==> src/rtl/pipe_ctrl_pkg.sv <==
// Shared definitions for the pipe start/drain controllers: depth width and
// FSM state encodings used by both controllers.
package pipe_ctrl_pkg;

  localparam int PDEPTH_W = 9;
  localparam logic [PDEPTH_W-1:0] VCNT_MAX = '1;

  typedef enum logic [2:0] {
    DRN_IDLE    = 3'b000,
    DRN_ARMED   = 3'b001,
    DRN_INHIBIT = 3'b010,
    DRN_DRAIN   = 3'b011,
    DRN_SETTLE  = 3'b100,
    DRN_DONE    = 3'b101
  } drain_state_e;

  typedef enum logic [1:0] {
    ST_IDLE = 2'b00,
    ST_FILL = 2'b01,
    ST_RUN  = 2'b10
  } start_state_e;

  // Every state past Armed belongs to an in-flight drain.
  function automatic logic drain_busy(drain_state_e s);
    return !(s == DRN_IDLE || s == DRN_ARMED);
  endfunction

endpackage

==> src/rtl/pipe_vld_cnt.sv <==
// Counts valid-tagged read responses during a drain (saturating) and
// compares the count against the latched depth.
module pipe_vld_cnt
  import pipe_ctrl_pkg::*;
(
  input  logic                CLK,
  input  logic                RST,
  input  logic                clr_i,
  input  logic                re_i,
  input  logic                vld_i,
  input  logic [PDEPTH_W-1:0] pd_i,
  output logic [PDEPTH_W-1:0] vcnt_o,
  output logic                mismatch_o
);

  logic                re_dly_q;
  logic [PDEPTH_W-1:0] vcnt_q, vcnt_d;

  // NOTE: combinational blocks assign a default first so no path leaves a
  // variable unassigned, which would infer a latch.
  always_comb begin
    vcnt_d = vcnt_q;
    if (clr_i)
      vcnt_d = '0;
    else if (re_dly_q && vld_i && vcnt_q != VCNT_MAX)
      vcnt_d = vcnt_q + PDEPTH_W'(1);
  end

  // NOTE: state is updated with non-blocking assignments so every register
  // samples pre-edge values regardless of block ordering.
  always_ff @(posedge CLK or posedge RST) begin
    if (RST) begin
      re_dly_q <= 1'b0;
      vcnt_q   <= '0;
    end else begin
      re_dly_q <= re_i;
      vcnt_q   <= vcnt_d;
    end
  end

  assign vcnt_o     = vcnt_q;
  assign mismatch_o = (vcnt_q != pd_i);

endmodule

==> src/rtl/pipe_drain_fsm.sv <==
// Drain controller for the delay pipe: inhibits writes, issues pd_q reads,
// optionally checks the valid count (macro DRAIN_DEPTH_CHECK_EN).
module pipe_drain_fsm
  import pipe_ctrl_pkg::*;
(
  input  logic                CLK,
  input  logic                RST,
  input  logic [PDEPTH_W-1:0] PDEPTH,
  input  logic                RUN,
  input  logic                STOP,
  input  logic                VLD_OUT,
  output logic                RE,
  output logic                WE_INH,
  output logic                BUSY,
  output logic                DRAINED,
  output logic                DEPTH_ERR,
  output logic [PDEPTH_W-1:0] VCNT
);

  drain_state_e        state_q, state_d;
  logic                stop_q;
  logic [PDEPTH_W-1:0] pd_q, pd_d;
  logic [PDEPTH_W-1:0] rcnt_q, rcnt_d;
  logic                re_q, re_d;
  logic                we_inh_q, we_inh_d;
  logic                busy_q, busy_d;
  logic                drained_q, drained_d;
  logic                depth_err_q, depth_err_d;
  logic                stop_rise, accept, abort, cnt_mismatch;

  assign stop_rise = STOP & ~stop_q;
  assign accept    = (state_q == DRN_ARMED) && RUN && stop_rise;
  assign abort     = !RUN && (state_q == DRN_INHIBIT || state_q == DRN_DRAIN ||
                              state_q == DRN_SETTLE);

  // Async reset clears every output register, so RE/WE_INH drop mid-drain at once.
  always_ff @(posedge CLK or posedge RST) begin
    if (RST) begin
      state_q     <= DRN_IDLE;
      stop_q      <= 1'b0;
      pd_q        <= '0;
      rcnt_q      <= '0;
      re_q        <= 1'b0;
      we_inh_q    <= 1'b0;
      busy_q      <= 1'b0;
      drained_q   <= 1'b0;
      depth_err_q <= 1'b0;
    end else begin
      state_q     <= state_d;
      stop_q      <= STOP;
      pd_q        <= pd_d;
      rcnt_q      <= rcnt_d;
      re_q        <= re_d;
      we_inh_q    <= we_inh_d;
      busy_q      <= busy_d;
      drained_q   <= drained_d;
      depth_err_q <= depth_err_d;
    end
  end

  always_comb begin
    state_d = state_q;
    pd_d    = pd_q;
    rcnt_d  = rcnt_q;
    unique case (state_q)
      DRN_IDLE:  if (RUN) state_d = DRN_ARMED;
      DRN_ARMED: begin
        if (!RUN) state_d = DRN_IDLE;
        else if (stop_rise) begin
          state_d = DRN_INHIBIT;
          pd_d    = PDEPTH;
          rcnt_d  = '0;
        end
      end
      DRN_INHIBIT: begin
        if (!RUN)           state_d = DRN_IDLE;
        else if (pd_q == '0) state_d = DRN_SETTLE;
        else                state_d = DRN_DRAIN;
      end
      DRN_DRAIN: begin
        rcnt_d = rcnt_q + PDEPTH_W'(1);
        // Leaving on rcnt == pd_q-1 keeps RE high for exactly pd_q cycles.
        if (!RUN)                                  state_d = DRN_IDLE;
        else if (rcnt_q == pd_q - PDEPTH_W'(1))    state_d = DRN_SETTLE;
      end
      DRN_SETTLE: state_d = RUN ? DRN_DONE : DRN_IDLE;
      DRN_DONE:   state_d = DRN_IDLE;
      default:    state_d = DRN_IDLE;
    endcase
  end

  // Outputs decode the next state so each one lines up with its state cycle.
  always_comb begin
    re_d        = (state_d == DRN_DRAIN);
    we_inh_d    = drain_busy(state_d);
    busy_d      = drain_busy(state_d);
    drained_d   = (state_d == DRN_DONE);
    depth_err_d = depth_err_q;
    if (accept)
      depth_err_d = 1'b0;
    else if (abort)
      depth_err_d = 1'b1;
    else if (state_q == DRN_DONE && cnt_mismatch)
      depth_err_d = 1'b1;
  end

`ifdef DRAIN_DEPTH_CHECK_EN
  logic [PDEPTH_W-1:0] vcnt;

  pipe_vld_cnt u_vld_cnt (
    .CLK        (CLK),
    .RST        (RST),
    .clr_i      (accept),
    .re_i       (re_q),
    .vld_i      (VLD_OUT),
    .pd_i       (pd_q),
    .vcnt_o     (vcnt),
    .mismatch_o (cnt_mismatch)
  );

  assign VCNT = vcnt;
`else
  logic unused_vld;

  assign unused_vld   = VLD_OUT;
  assign cnt_mismatch = 1'b0;
  assign VCNT         = '0;
`endif

  assign RE        = re_q;
  assign WE_INH    = we_inh_q;
  assign BUSY      = busy_q;
  assign DRAINED   = drained_q;
  assign DEPTH_ERR = depth_err_q;

endmodule
==> config.mk <==
export PLATFORM = sky130hd
export DESIGN_NAME = pipe_drain_fsm
export DESIGN_NICKNAME = d
export VERILOG_FILES = /design/src/rtl/pipe_ctrl_pkg.sv /design/src/rtl/pipe_vld_cnt.sv /design/src/rtl/pipe_drain_fsm.sv
export SDC_FILE = /design/constraint.sdc
export NUM_CORES = 1
export LEC_CHECK = 0
export CORE_ASPECT_RATIO = 0.5
export CORE_MARGIN = 1.5
export CORE_UTILIZATION = 45
export DETAILED_ROUTE_END_ITERATION = 10
export GPL_TIMING_DRIVEN = 0
export HOLD_SLACK_MARGIN = 0.06
export PLACE_DENSITY = 0.76
export SYNTH_ARGS = -nofsm -noshare
export SYNTH_HDL_FRONTEND = slang
export SYNTH_SLANG_ARGS = --single-unit
==> constraint.sdc <==
create_clock -name CLK -period 1.96 [get_ports CLK]
set_input_delay 0.392 -clock CLK [delete_from_list [all_inputs] [get_ports CLK]]
set_output_delay 0.392 -clock CLK [all_outputs]
set_load 0.01 [all_outputs]
Word-level counts from Yosys, hierarchy flattened
Cells that the tools add are included.

$add $sub $neg: 2. Equal/unequal tests: 10. Muxes and demuxes: 14. Bitwise operators: 2. Reductions and logical operators: 15.

Operator list (count): $mux 3 (8); $mux 9 (2); $pmux 9 s2 (1); $pmux 3 s5 (1); $add 9x1->9 const B (1); $eq 3x2->1 const B (3); $eq 9x9->1 (1); $logic_not 9->1 (1); $sub 9x1->9 const B (1); $eq 3x1->1 const B (2); $eq 3x3->1 const B (2); $logic_not 3->1 (2); $reduce_and 3->1 (2); $ne 2x2->1 const B (2); $reduce_bool 2->1 (2); $logic_and 1x1->1 (3); $logic_or 1x1->1 (3); $logic_not 1->1 (2); $mux 1 (2); $and 1x1->1 (1); $not 1->1 (1).

Flip-flop bits (word level): 26. Bits of input ports: 14. Output and inout port bits: 14. Logic and storage cells: 51.

Longest topological paths before layout
Gate-level depths: netlist of run 1.

Depth after elaboration: 8. Mapped depth: 8.

Worst setup path before layout of run 1
OpenSTA, ideal clock, no wires.

Path kind: flip-flop to flip-flop. From: register pd_q[0]. To: register state_q[0]. Setup time: 146 ps. Data arrival time: 1817 ps. Path slack: -3 ps. Stages on the path, launching flop included: 9. Path buffers: 1. Clock period less this slack: 1963 ps. Cells stage by stage: dfrtp_1 inv_1 ha_1 buf_4 o21ba_1 a221oi_1 a41oi_1 nor4_4 a41oi_1.

Cells in the longest elaborated chain, start to end: 5. Elaborated cells on any way between the ends: 8. Classes of those cells: add/sub (1); eq/ne (1); mux (5); reduce/logical (1).

RTL lines: start, declared (RTL line pipe_drain_fsm.sv:22) `logic [PDEPTH_W-1:0] pd_q, pd_d;`; start signal, assigned (RTL line pipe_drain_fsm.sv:51) `pd_q <= pd_d;`; $sub 9x1->9 (RTL line pipe_drain_fsm.sv:84) `else if (rcnt_q == pd_q - PDEPTH_W'(1)) state_d = DRN_SETTLE;`; $eq 9x9->1 (RTL line pipe_drain_fsm.sv:84); $mux 3 (RTL line pipe_drain_fsm.sv:84); $mux 3 (RTL line pipe_drain_fsm.sv:83) `if (!RUN) state_d = DRN_IDLE;`; $pmux 3 s5 (*) (RTL line pipe_drain_fsm.sv:65) `unique case (state_q)`; named net state_d[0] (RTL line pipe_drain_fsm.sv:20) `drain_state_e state_q, state_d;`; end signal, assigned (RTL line pipe_drain_fsm.sv:49) `state_q <= state_d;`; end, declared (RTL line pipe_drain_fsm.sv:20).

Mark *: on every way through the listed nets, which the timed path passes. The rest lies on a longest branch. A chain may end at the register's enable or synchronous reset.

Final worst setup path of run 1
From: register pd_q[1]. To: register state_q[2].

Same word-level chain as after synthesis.

==> run summary, run 1 <==
Status
- **result of the run** completed

Global routing
- **initial antenna violation count** 0
- **global-route wire length before repair** 5420 µm
- **pin count of the biggest net entering global routing** 27
- **global routing usage summed across all routing layers** 18.5%
- **via count of the first global-routing pass** 1186
- **remaining global-route overflow** 0

Synthesis
- **Cells after Synth** 177
- **Warnings, synthesis** 0
- **per-instance average area after synthesis** 8.91 µm²
- **post-synthesis cell type count** 37
- **Seq cells post-synth** 26
- **Synth Cell Area** 1580 µm²
- **proportion of synthesized chip area in sequential cells** 41.2%

Worst setup path
- **CP bufs+invs** 1
- **Crit path required time** 2.18 ns
- **maximum fanout encountered on the critical timing path** 6
- **cell-by-cell listing of the critical path** inv_2 -> ha_4 -> nor4b_4 -> nand2_1 -> xnor2_2 -> nor4_4 -> a32o_2
- **data arrival time at the worst-slack endpoint** 2.11 ns
- **crit path capture type** flip-flop
- **stages on the worst setup path** 7
- **delay of the slowest critical-path stage** 0.40 ns
- **category of cells accounting for the largest share of critical-path delay** simple AND/OR/NAND/NOR gates
- **critical path launch point type** flip-flop
- **start-to-end type of the worst setup path** flip-flop to flip-flop
- **cell with the largest stage delay on the worst path** dfrtp_1
- **r2r setup slk** 0.07 ns
- **cell count of the worst reg-to-reg path** 7

Detailed routing
- **vias after detailed routing** 1331
- **wire length per cell after detailed routing** 12.7 µm
- **DR pass1 iterations** 4
- **antenna-violating nets left** 0
- **WL final** 3300 µm
- **Vias/cell** 5.12
- **DRT iter0 DRCs** 50
- **remaining routing DRC violations** 0

Final layout
- **FILL cells** 274
- **top library cells by usage in the layout, fill and taps aside** nand2_1, dfrtp_1, buf_4
- **most common cell after layout, fill and taps aside** nand2_1
- **fraction of final layout cells sized beyond drive strength 1** 18.9%
- **number of nets in the final layout** 229
- **Syn-to-layout area delta** 26.5%
- **n_diodes** 0

STA
- **share of the clock period used by the worst path after layout** 96.6%
- **RSZ-0062 raised after global routing** true
- **f_max** 528 MHz
- **Max-slew headroom** 35.5%
- **count of pins over their slew limit** 0
- **number of setup violations in the final report** 0
- **worst slew pin tran** 0.966 ns
- **hold violation count in the final report** 0
- **worst-case setup margin in the final layout** 0.0668 ns
- **minimum clock period after layout** 1.89 ns
- **worst setup skew after layout** 0.00455 ns

Place
- **hpwl dp** 2360 µm
- **number of input and output port buffers inserted** 17
- **Post-Place Worst Slack** -0.268 ns
- **placer's final routability congestion estimate** 0.892

Power and ir drop
- **power density over the cells** 1050 nW/µm²
- **leakage** 0.917 nW
- **maximum ir drop on the vdd rail** 0.481 mV
- **PnR Total Power** 2.10 mW

Clock network
- **maximum clock path buffer count** 2
- **number of buffers inserted for hold repair after clock tree synthesis** 0
- **clock tree root buffer cell** clkbuf_8
- **number of buffers created by CTS** 3
- **latest clock arrival within the worst-skew pair** 0.28 ns
- **CTS H-tree lvls** 1
- **Clock Sinks** 26
- **TritonCTS clock tree** built
- **clock edge transition at the registers on the reported setup and hold paths** 0.09 ns

Floorplanning
- **DIE HEIGHT** 44.9 µm
- **Die X-Extent** 86.7 µm
- **Die Area** 3890 µm²
- **number of top-level pins** 28
- **Starting Density** 49.8%
- **core region area** 3170 µm²
- **standard-cell row count** 14

Worst hold path
- **number of cells on the worst hold path** 2
- **path class of the lowest-slack min-delay path** flip-flop to flip-flop

Job
- **max cap viols** 0

-- metal layers --
layer | track usage (%) | up-vias | routed length (µm)
met5 | 0 | - | 0
met4 | 4.52 | 0 | 31
met3 | 4.02 | 5 | 157
met2 | 30.8 | 30 | 1510
met1 | 25.2 | 648 | 1600
li1 | - | 648 | -
-- flip-flops by register name, indices dropped and copies added (netlist names) --
signal and cells:
RE 1, rcnt_q 9, BUSY 1, DEPTH_ERR 1
DRAINED 1, state_q 3, pd_q 9, stop_q 1
-- worst register-to-register path, cell delays in order, from the launching register on --
cell	delay (ns)
dfrtp_1	0.40
inv_2	0.10
ha_4	0.18
nor4b_4	0.24
nand2_1	0.13
xnor2_2	0.17
nor4_4	0.38
a32o_2	0.23
-- final cells by class --
| type | count | area (µm²) | share of cell area, % |
|---|---|---|---|
| plain buffers | 17 | 116 | 5.83 |
| repair buffers | 24 | 223 | 11.2 |
| clock buffers | 4 | 55.1 | 2.76 |
| flip-flops and latches | 26 | 652 | 32.7 |
| multi-input cells | 137 | 875 | 43.8 |
| well taps | 48 | 60.1 | 3.01 |
| inverters | 4 | 15.0 | 0.752 |
-- synth_stat cells (all sizes together) --
cell type,instances,share of area [%]
nand2,38,9.0
dfrtp,26,41
buf,15,7.1
nor2,12,2.9
xor2,11,6.6
xnor2,8,4.4
o21ai,6,1.9
nand2b,5,2.0
nand3,5,1.6
nor3,5,1.6
inv,4,0.95
nand4,4,1.6
nor2b,4,1.6
a211oi,3,1.4
a21oi,3,0.95
a31oi,3,1.2
clkbuf,3,0.71
a41oi,2,1.1
and2,2,0.79
ha,2,1.6
nand3b,2,0.95
nor4,2,2.1
o21bai,2,0.95
a221oi,1,0.56
a32o,1,0.71
and4b,1,0.63
conb,1,0.24
nand4b,1,0.56
nor4b,1,0.95
o211ai,1,0.48
o21a,1,0.48
o21ba,1,0.63
o31a,1,0.56
-- worst paths after layout --
path                                          to             startpoint
max                         state_q[2]$_DFF_PP0_    pd_q[1]$_DFFE_PP0P_
min                        DEPTH_ERR$_DFFE_PP0P_  DEPTH_ERR$_DFFE_PP0P_
max reg2reg                 state_q[2]$_DFF_PP0_    pd_q[1]$_DFFE_PP0P_
min reg2reg                DEPTH_ERR$_DFFE_PP0P_  DEPTH_ERR$_DFFE_PP0P_
max in group asynchronous    pd_q[0]$_DFFE_PP0P_                    RST
min in group asynchronous   state_q[2]$_DFF_PP0_                    RST
-- what timing repair did --
item                       4_1_cts  5_1_grt
pin swaps                        4        7
buffers inserted                 4        3
setup endpoints to repair        4       14
hold endpoints to repair         0        0
gates resized for setup          8        6
cloned                           0        0
-- where the power goes --
part / switching, mW / total [mW] / internal [mW]
logic: 0.469 / 0.926 / 0.457
registers: 0.166 / 0.822 / 0.657
clock network: 0.176 / 0.356 / 0.180
-- metrics by stage --
step | area (µm²) | hold WS (ns) | setup TNS, ns | cells | utilization (%)
CTS | 1960 | 0.526 | 0 | 258 | 61.8
global placement | 1840 | 0.503 | -2.81 | 250 | 58.0
detailed placement | 1840 | 0.497 | -3.49 | 250 | 58.0
floorplan | 1610 | 0.423 | 0 | 185 | -
finish | 2000 | 0.519 | 0 | 260 | 62.9
global route | 2000 | 0.557 | -0.182 | 260 | 62.9
-- kinds of logic after synthesis --
group | synth area share, %
flops | 41.2
fa+ha+maj | 1.59
xor+xnor | 11.0
compound gates | 10.9
other cells | 0.238
buf+inv | 8.72
simple gates | 26.2
Note: power is estimated with default switching activity, not from simulation.
==> inputs of run 2 (changes only) <==
- CORE_MARGIN: 1.5 -> 4
==> run summary, run 2 (same netlist as run 1, synthesis figures left out) <==
Global routing
- **initial antenna violation count** 0, unchanged
- **remaining global-route overflow** 0, unchanged
- **global routing usage summed across all routing layers** 15.8%, -2.7 points
- **via count of the first global-routing pass** 1212, +2.2%
- **pin count of the biggest net entering global routing** 27, unchanged
- **global-route wire length before repair** 5730 µm, +5.6%

Floorplanning
- **DIE HEIGHT** 49.9 µm, +11%
- **number of top-level pins** 28, unchanged
- **Die X-Extent** 91.7 µm, +5.8%
- **Die Area** 4580 µm², +18%
- **core region area** 3170 µm², unchanged
- **Starting Density** 49.8%, unchanged
- **standard-cell row count** 14, unchanged

Status
- **result of the run** completed

Worst setup path
- **cell count of the worst reg-to-reg path** 7, unchanged
- **data arrival time at the worst-slack endpoint** 2.09 ns, -0.02 ns
- **FF-to-FF Start** pd_q[0]$_DFFE_PP0P_
- **crit path capture type** flip-flop
- **critical path launch point type** flip-flop
- **maximum fanout encountered on the critical timing path** 6, unchanged
- **Crit path required time** 2.17 ns, about the same
- **r2r setup slk** 0.08 ns, +0.02 ns
- **capturing point of the worst reg2reg path** state_q[2]$_DFF_PP0_
- **start-to-end type of the worst setup path** flip-flop to flip-flop

Clock network
- **CTS H-tree lvls** 1, unchanged
- **clock edge transition at the registers on the reported setup and hold paths** 0.09 ns, about the same
- **latest clock arrival within the worst-skew pair** 0.27 ns, about the same
- **maximum clock path buffer count** 2, unchanged
- **Clock Sinks** 26, unchanged
- **number of buffers inserted for hold repair after clock tree synthesis** 0, unchanged
- **TritonCTS clock tree** built
- **number of buffers created by CTS** 3, unchanged
- **clock tree root buffer cell** clkbuf_8

STA
- **RSZ-0062 raised after global routing** true
- **share of the clock period used by the worst path after layout** 95.8%, -0.80 points
- **f_max** 533 MHz, +0.83%
- **final-layout setup total negative slack** 0 ns, unchanged
- **Max-slew headroom** 32.5%, -3.0 points
- **hold violation count in the final report** 0, unchanged
- **worst setup skew after layout** 0.00134 ns, -0.00321 ns
- **count of pins over their slew limit** 0, unchanged
- **minimum clock period after layout** 1.88 ns, -0.0156 ns
- **worst slew pin tran** 1.01 ns, +0.0454 ns
- **number of setup violations in the final report** 0, unchanged

Power and ir drop
- **maximum ir drop on the vdd rail** 0.593 mV, +23%
- **share of power burned in combinational logic** 45.1%, +1.1 points
- **proportion of power drawn by the clock network** 16.3%, -0.6 points
- **power density over the cells** 1060 nW/µm², +0.91%
- **PnR Total Power** 2.14 mW, +1.5%
- **relative contribution of sequential cells to total power** 38.6%, -0.5 points
- **switching fraction of total power** 38.4%, -0.12 points
- **leakage** 0.915 nW, -0.30%
- **net switching power figure** 0.821 mW, +1.2%
- **internal cell power** 1.32 mW, +1.7%

Place
- **number of input and output port buffers inserted** 17, unchanged
- **hpwl dp** 2350 µm, -0.81%
- **placer's final routability congestion estimate** 0.828, -7.2%
- **post-placement cell area** 1840 µm², unchanged
- **placed insts** 250, unchanged

Worst hold path
- **worst hold path startpoint** pd_q[8]$_DFFE_PP0P_
- **worst-case hold path end point** pd_q[8]$_DFFE_PP0P_
- **path class of the lowest-slack min-delay path** flip-flop to flip-flop
- **number of cells on the worst hold path** 2, unchanged

Detailed routing
- **antenna-violating nets left** 0, unchanged
- **DRT iter0 DRCs** 69, +38%
- **vias after detailed routing** 1307, -1.8%
- **DR pass1 iterations** 4, unchanged
- **remaining routing DRC violations** 0, unchanged
- **wire length per cell after detailed routing** 13.1 µm, +3.3%
- **WL final** 3390 µm, +2.9%
- **Vias/cell** 5.05, -1.4%

Job
- **max cap viols** 0, unchanged

Final layout
- **number of nets in the final layout** 228, -0.44%
- **Syn-to-layout area delta** 27.3%
- **final standard cell count with taps included and fillers excluded** 259, -0.38%
- **top library cells by usage in the layout, fill and taps aside** nand2_1, dfrtp_1, buf_4, clkdlybuf4s50_1, nor2_1
- **n_diodes** 0, unchanged
- **Largest regs** pd_q (9), rcnt_q (9), state_q (3)
- **most common cell after layout, fill and taps aside** nand2_1
- **fraction of final layout cells sized beyond drive strength 1** 19.4%, +0.56 points
- **area of all placed cells without fillers** 2010 µm², +0.63%

run 2: final cells by class:
cell class	instances	area [µm²]
inverters	4	15.0
well taps	48	60.1
fillers	250	1160
repair buffers	23	215
clock buffers	4	55.1
multi-input cells	137	895
flip-flops and latches	26	652
plain buffers	17	116
run 2: per-layer routing:
layer  global-route usage, %  vias to the layer above  share of wire [%]
met1                    21.1                      625                 50
met5                       0                        -                  0
li1                        -                      650                  -
met4                    4.93                        0               0.35
met3                    4.41                        2                4.3
met2                    25.0                       30                 45
run 2: repair_timing:
action	in CTS	in global routing
setup buffers	4	2
endpoints found under the setup margin	4	14
gates resized for setup	8	10
pin swaps	4	6
run 2: worst max-delay path: stages (launching register included):
cell and delay [ns]:
dfrtp_2 0.43, inv_2 0.08, ha_4 0.17, nor4b_4 0.23, nand2_1 0.13, xnor2_2 0.16, nor4_4 0.38, a32o_2 0.24
run 2: how the worst max path moves through the flow:
stage	startpoint	end	slack, ns
5_1_grt	pd_q[1]$_DFFE_PP0P_	state_q[0]$_DFF_PP0_	-0.05
3_5_place_dp	RUN	rcnt_q[6]$_DFFE_PP0P_	-0.26
2_1_floorplan	pd_q[0]$_DFFE_PP0P_	state_q[0]$_DFF_PP0_	0.06
4_1_cts	pd_q[0]$_DFFE_PP0P_	state_q[2]$_DFF_PP0_	0.01
6_report	pd_q[0]$_DFFE_PP0P_	state_q[2]$_DFF_PP0_	0.08
3_3_place_gp	RUN	rcnt_q[6]$_DFFE_PP0P_	-0.24
run 2: power groups by stage:
stage	registers (mW)	clock network [mW]	logic, mW
after floorplan	0.792	0	0.581
after global placement	0.824	0	0.711
after detailed placement	0.828	0	0.736
after CTS	0.813	0.356	0.851
after global routing	0.846	0.380	1.06
final	0.825	0.349	0.963
run 2: stage by stage:
step                      hold slack (ns)  util [%]  setup slack [ns]
after floorplan                     0.423         -            0.0626
after global placement              0.503      58.0            -0.245
after detailed placement            0.508      58.0            -0.257
after CTS                           0.531      61.8            0.0112
after global routing                0.549      63.3           -0.0475
final                               0.526      63.3            0.0824
